--- src/rtl/agc_pkg.sv ---
// rtl/agc_pkg.sv - shared state encoding and saturating step helper for the AGC gain stepper
package agc_pkg;

   typedef enum logic [1:0] {
      ST_IDLE   = 2'd0,
      ST_SHIFT  = 2'd1,
      ST_LOAD   = 2'd2,
      ST_SETTLE = 2'd3
   } agc_state_e;

   // Move code by step toward the requested rail, clamping at 0 and max_code.
   function automatic int sat_step(input int code, input logic up, input int step,
                                   input int max_code);
      int result;
      if (up) begin
         result = (step >= max_code - code) ? max_code : code + step;
      end else begin
         result = (step >= code) ? 0 : code - step;
      end
      return result;
   endfunction

endpackage

--- src/rtl/agc_pga_shifter.sv ---
// rtl/agc_pga_shifter.sv - MSB-first serial load of the PGA gain register with latch strobe
module agc_pga_shifter
#(
   parameter int GAIN_W = 6
) (
   input  logic              clk,
   input  logic              RESETn,
   input  logic              start,
   input  logic [GAIN_W-1:0] data,
   output logic              busy,
   output logic              shift_last,
   output logic              done,
   output logic              pga_sclk,
   output logic              pga_sdata,
   output logic              pga_load
);

   localparam int PHASES = 2 * GAIN_W;
   localparam int CW     = $clog2(PHASES);

   logic [GAIN_W-1:0] shreg;
   logic [CW-1:0]     phase;
   logic              active;
   logic              load_r;

   // Walk 2*GAIN_W phases; phase[0] is the sclk level and the word advances after each high phase.
   always_ff @(posedge clk or negedge RESETn) begin
      if (!RESETn) begin
         shreg  <= '0;
         phase  <= '0;
         active <= 1'b0;
         load_r <= 1'b0;
      end else begin
         load_r <= 1'b0;
         if (start) begin
            shreg  <= data;
            phase  <= '0;
            active <= 1'b1;
         end else if (active) begin
            if (phase[0]) begin
               shreg <= {shreg[GAIN_W-2:0], 1'b0};
            end
            if (phase == CW'(PHASES - 1)) begin
               phase  <= '0;
               active <= 1'b0;
               load_r <= 1'b1;
            end else begin
               phase <= phase + 1'b1;
            end
         end
      end
   end

   // Serial pins are gated by active so an idle or reset shifter drives all zeros.
   always_comb begin
      shift_last = active && (phase == CW'(PHASES - 1));
      busy       = active | load_r;
      done       = load_r;
      pga_sclk   = active & phase[0];
      pga_sdata  = active & shreg[GAIN_W-1];
      pga_load   = load_r;
   end

endmodule

--- src/rtl/agc_gain_stepper.sv ---
// rtl/agc_gain_stepper.sv - PGA gain code owner: step saturation, PGA update sequencing, rail detection
module agc_gain_stepper
   import agc_pkg::*;
#(
   parameter int GAIN_W        = 6,
   parameter int GAIN_INIT     = 32,
   parameter int STEP          = 1,
   parameter int SETTLE_CYCLES = 8,
   parameter int RAIL_LIMIT    = 4
) (
   input  logic              clk,
   input  logic              RESETn,
   input  logic              enable,
   input  logic              step_req,
   input  logic              step_up,
   output logic              ready,
   output logic [GAIN_W-1:0] gain_code,
   output logic              pga_sclk,
   output logic              pga_sdata,
   output logic              pga_load,
   output logic              at_max,
   output logic              at_min,
   output logic              gain_done,
   output logic              req_dropped
);

   localparam int MAX_CODE = (1 << GAIN_W) - 1;
   localparam int RC_W     = $clog2(RAIL_LIMIT + 1);
   localparam int SC_W     = (SETTLE_CYCLES > 1) ? $clog2(SETTLE_CYCLES) : 1;

   agc_state_e        state, state_nxt;
   logic [SC_W-1:0]   settle_cnt;
   logic [RC_W-1:0]   rail_cnt;
   logic [RC_W-1:0]   rail_cnt_inc;
   logic [GAIN_W-1:0] code_nxt;
   logic              at_rail_dir;
   logic              accept;
   logic              rail_hit;
   logic              shift_busy;
   logic              shift_last;
   logic              shift_done;

   agc_pga_shifter #(
      .GAIN_W(GAIN_W)
   ) u_shifter (
      .clk        (clk),
      .RESETn     (RESETn),
      .start      (accept),
      .data       (code_nxt),
      .busy       (shift_busy),
      .shift_last (shift_last),
      .done       (shift_done),
      .pga_sclk   (pga_sclk),
      .pga_sdata  (pga_sdata),
      .pga_load   (pga_load)
   );

   // Request decode: a request pinned against its rail is counted instead of transacted.
   always_comb begin
      at_max       = (gain_code == GAIN_W'(MAX_CODE));
      at_min       = (gain_code == '0);
      ready        = (state == ST_IDLE) && !shift_busy;
      at_rail_dir  = step_up ? at_max : at_min;
      accept       = ready && enable && step_req && !at_rail_dir;
      rail_hit     = ready && enable && step_req && at_rail_dir;
      code_nxt     = GAIN_W'(sat_step(int'(gain_code), step_up, STEP, MAX_CODE));
      rail_cnt_inc = (rail_cnt == RC_W'(RAIL_LIMIT)) ? rail_cnt : rail_cnt + 1'b1;
   end

   // Next-state: a transaction always runs to completion once accepted.
   always_comb begin
      state_nxt = state;
      case (state)
         ST_IDLE:   if (accept) state_nxt = ST_SHIFT;
         ST_SHIFT:  if (shift_last) state_nxt = ST_LOAD;
         ST_LOAD:   if (shift_done) state_nxt = ST_SETTLE;
         ST_SETTLE: if (settle_cnt == SC_W'(SETTLE_CYCLES - 1)) state_nxt = ST_IDLE;
         default:   state_nxt = ST_IDLE;
      endcase
   end

   // State register and settle window counter.
   always_ff @(posedge clk or negedge RESETn) begin
      if (!RESETn) begin
         state      <= ST_IDLE;
         settle_cnt <= '0;
      end else begin
         state <= state_nxt;
         if (state == ST_SETTLE) begin
            settle_cnt <= settle_cnt + 1'b1;
         end else begin
            settle_cnt <= '0;
         end
      end
   end

   // Committed gain code, rail tracking and sticky status flags.
   always_ff @(posedge clk or negedge RESETn) begin
      if (!RESETn) begin
         gain_code   <= GAIN_W'(GAIN_INIT);
         rail_cnt    <= '0;
         gain_done   <= 1'b0;
         req_dropped <= 1'b0;
      end else begin
         if (accept) begin
            gain_code <= code_nxt;
         end
         if (step_req && !ready) begin
            req_dropped <= 1'b1;
         end
         if (!enable) begin
            rail_cnt  <= '0;
            gain_done <= 1'b0;
         end else if (rail_hit) begin
            rail_cnt <= rail_cnt_inc;
            if (rail_cnt_inc == RC_W'(RAIL_LIMIT)) begin
               gain_done <= 1'b1;
            end
         end else if (accept) begin
            rail_cnt <= '0;
         end
      end
   end

endmodule
--- config.mk ---
export PLATFORM = sky130hd
export DESIGN_NAME = agc_gain_stepper
export DESIGN_NICKNAME = d
export VERILOG_FILES = /design/src/rtl/agc_pkg.sv /design/src/rtl/agc_pga_shifter.sv /design/src/rtl/agc_gain_stepper.sv
export SDC_FILE = /design/constraint.sdc
export NUM_CORES = 1
export LEC_CHECK = 0
export CORE_MARGIN = 10
export CORE_UTILIZATION = 45
export DETAILED_ROUTE_END_ITERATION = 8
export PLACE_DENSITY = 0.66
export SLEW_MARGIN = 20
export SYNTH_ARGS = -nofsm -noshare
export SYNTH_HDL_FRONTEND = slang
export SYNTH_SLANG_ARGS = --single-unit
--- constraint.sdc ---
create_clock -name clk -period 2.8 [get_ports clk]
set_clock_uncertainty 0.05 [all_clocks]
set_input_delay 0.28 -clock clk [delete_from_list [all_inputs] [get_ports clk]]
set_output_delay 0.28 -clock clk [all_outputs]
set_load 0.05 [all_outputs]
==> results.py <==
metrics = {
    "power": {
        "power.total_w": 0.00218,
        "p_leak_nw": 0.901,
        "pwr_density_cell_nw_per_um2": 1040,
        "ir_worst_vdd_mv": 0.486,
    },
    "timing": {
        "tns_ns": 0,
        "clock.fmax_mhz": 390,
        "rsz0062_at_grt": "no",
        "setup_viol": 0,
        "max_slew.worst_pin.slew_ns": 0.571,
        "finalCriticalPeriod_ns": 2.57,
        "relSlewSlack": 0.614,
        "maxSlewViolCount": 0,
        "finalCritPeriodShare": 0.916,
        "hold_viol_final": 0,
    },
    "yosys": {
        "synth_cell_types": 55,
        "synth_commonest_cells": "dfrtp_1, ha_1, nand2_1",
        "ys.flop_type": "dfrtp_1",
        "synth_cells": 182,
        "yosysSeqAreaShare": 0.391,
        "ys_ff_latch": 28,
        "syn-num-nets": 200,
        "yosys_warnings": 0,
        "syn-cell-area_um2": 1790,
        "synth_most_common_cell": "dfrtp_1",
        "yosysTopAreaCell": "dfrtp_1",
        "synth_top_area_frac": 0.377,
        "synth_edf_count": 0,
        "synth.top_cells.by_area": "dfrtp_1, ha_1, mux2i_1, nand2_1, inv_1",
        "synthArstFlopShare": 1.00,
        "synth_area_per_cell_um2": 9.86,
    },
    "place": {
        "dpl_cell_area_um2": 2030,
        "dp_hpwl_um": 2930,
        "gp_congestion": 0.822,
        "dp.cells": 245,
        "portBuffers": 18,
    },
    "worst_setup_path": {
        "endpoint_kind": "primary output",
        "cp_max_fo": 7,
        "path_class": "flop to primary output",
        "timing.rr.start": "gain_code[1]",
        "worstPathRequired_ns": 2.47,
        "cp-start-kind": "flop",
        "cpMaxStageDelayCell": "clkdlybuf4s50_1",
        "critPathLaunch": "state[1]",
        "arrival_ns": 2.24,
        "slowest_delay_ns": 0.87,
        "cp_cell_sequence": "inv_1, ha_1, nor3b_4, clkdlybuf4s50_1",
    },
    "flow_run": {
        "max-cap-violations": 0,
    },
    "routing": {
        "wl_per_cell_um": 15.3,
        "wl_um": 3800,
        "ant_nets": 0,
        "drtIter0Drc": 96,
        "drc_errors": 0,
        "via_per_inst": 5.74,
        "first_pass_iters": 5,
        "num_vias": 1429,
    },
    "clocking": {
        "clock_latency_ns": 0.27,
        "cts_setup_buffers": 0,
        "cts_root_buf": "clkbuf_8",
        "cts.sink_count": 28,
        "cts_buffer_depth": 2,
        "cts_inserted_buffers": 3,
        "htreeDepth": 1,
        "clkTransAtPathRegs_ns": 0.09,
        "cts_resized": 0,
        "cts_tree": "done",
        "ctsHoldBuffers": 0,
    },
    "die": {
        "dieArea_um2": 6910,
        "core_area_um2": 3770,
        "rows": 22,
        "initial_core_util": 0.476,
        "dieHeight_um": 83.1,
        "io-pin-count": 19,
        "fp.dieW_um": 83.1,
    },
    "grt": {
        "grt_max_degree": 29,
        "grt_antenna_before_repair": 0,
        "grt_util_all_layers": 0.112,
        "grt_pass1_wl_um": 6770,
        "grt-ovfl-total": 0,
        "first_global_vias": 1473,
    },
    "run_status": {
        "status": "finished clean",
    },
    "layout": {
        "drive_gt1_frac": 0.119,
        "areaGrowthSynthToFinish_pct": 16.1,
        "final_cells": 249,
        "fin_util": 0.552,
        "fin_area_um2": 2080,
        "diodes": 0,
        "fin_nets": 220,
    },
    "min_path": {
        "hold_class": "primary input to asynchronous set/reset pin",
    },
}
==> path summary, 6_finish.rpt <==
kind / end / slack [ns] / cells after the start
setup / recovery: ready / 0.23 / 4
hold / removal: u_shifter.phase[3] / 0.33 / 2
setup reg to reg: u_shifter.shreg[5] / 0.57 / 6
hold reg to reg: settle_cnt[0] / 0.38 / 1
max in group asynchronous: gain_code[5] / 2.07 / 2
min in group clk: settle_cnt[0] / 0.38 / 1
==> power breakdown <==
| part | total [W] | internal [W] | switching [W] | leakage [nW] |
|---|---|---|---|---|
| combinational | 0.00121 | 0.000482 | 0.000728 | 0.523 |
| clock | 0.000245 | 0.000126 | 0.000119 | 0.0288 |
| sequential | 0.000720 | 0.000546 | 0.000175 | 0.349 |
==> layout make-up <==
cell class / instances / area, µm²
Inverter: 12 / 45.0
Clock buffer: 4 / 55.1
Timing Repair Buffer: 21 / 203
Multi-Input combinational cell: 136 / 1020
Tap cell: 48 / 60.1
Fill cell: 332 / 1690
Sequential cell: 28 / 702
==> cells by family after synthesis <==
family	share of synthesized area
AOI/OAI and AO/OA	0.204
xor gates and xnor gates	0.00488
adders and majority gates	0.0907
buffers and inverters	0.0411
DFF	0.391
muxes	0.0572
and+or+nand+nor	0.211
==> registers in the layout, summed over array words and instances, names as in the netlist <==
signal,flops
gain_code,6
u_shifter.shreg,6
u_shifter.phase,4
rail_cnt,3
settle_cnt,3
state,2
gain_done,1
req_dropped,1
u_shifter.active,1
u_shifter.done,1
==> per-stage QoR <==
stage / hold WS (ns) / worst slack (ns)
after floorplan: -0.0656 / 0.220
after global placement: 0.368 / 0.553
after detailed placement: 0.367 / 0.489
after CTS: 0.335 / 0.221
after global routing: 0.344 / 0.0950
final: 0.326 / 0.235
==> critical path, delay by kind of cell (launching register included) <==
kind | cells | cell delay, ns
AND/OR/NAND/NOR | 1 | 0.35
adder cells (fa/ha/maj) | 1 | 0.21
flip-flops | 1 | 0.42
buffers and inverters | 2 | 0.98
==> layer usage <==
layer	global-route usage	vias to the layer above	wire length, µm
li1	-	706	-
met1	0.143	687	1720
met2	0.179	30	1860
met3	0.0234	6	163
met4	0.0400	0	55
met5	0	-	0
==> cell usage in the layout (no fill, tap or decap), drive strengths merged, types with 3 or more instances in the layout <==
cell	n
o21a	3
nor2	12
nand2	14
o21ai	7
ha	13
a21oi	8
clkdlybuf4s50	18
mux2i	8
nor3	4
a21boi	3
nand3	4
buf	3
nand3b	4
a32oi	3
dfrtp	27
clkbuf	4
inv	12
nand4	3
and2	8
o31ai	3
(Power assumes the default switching activity.)
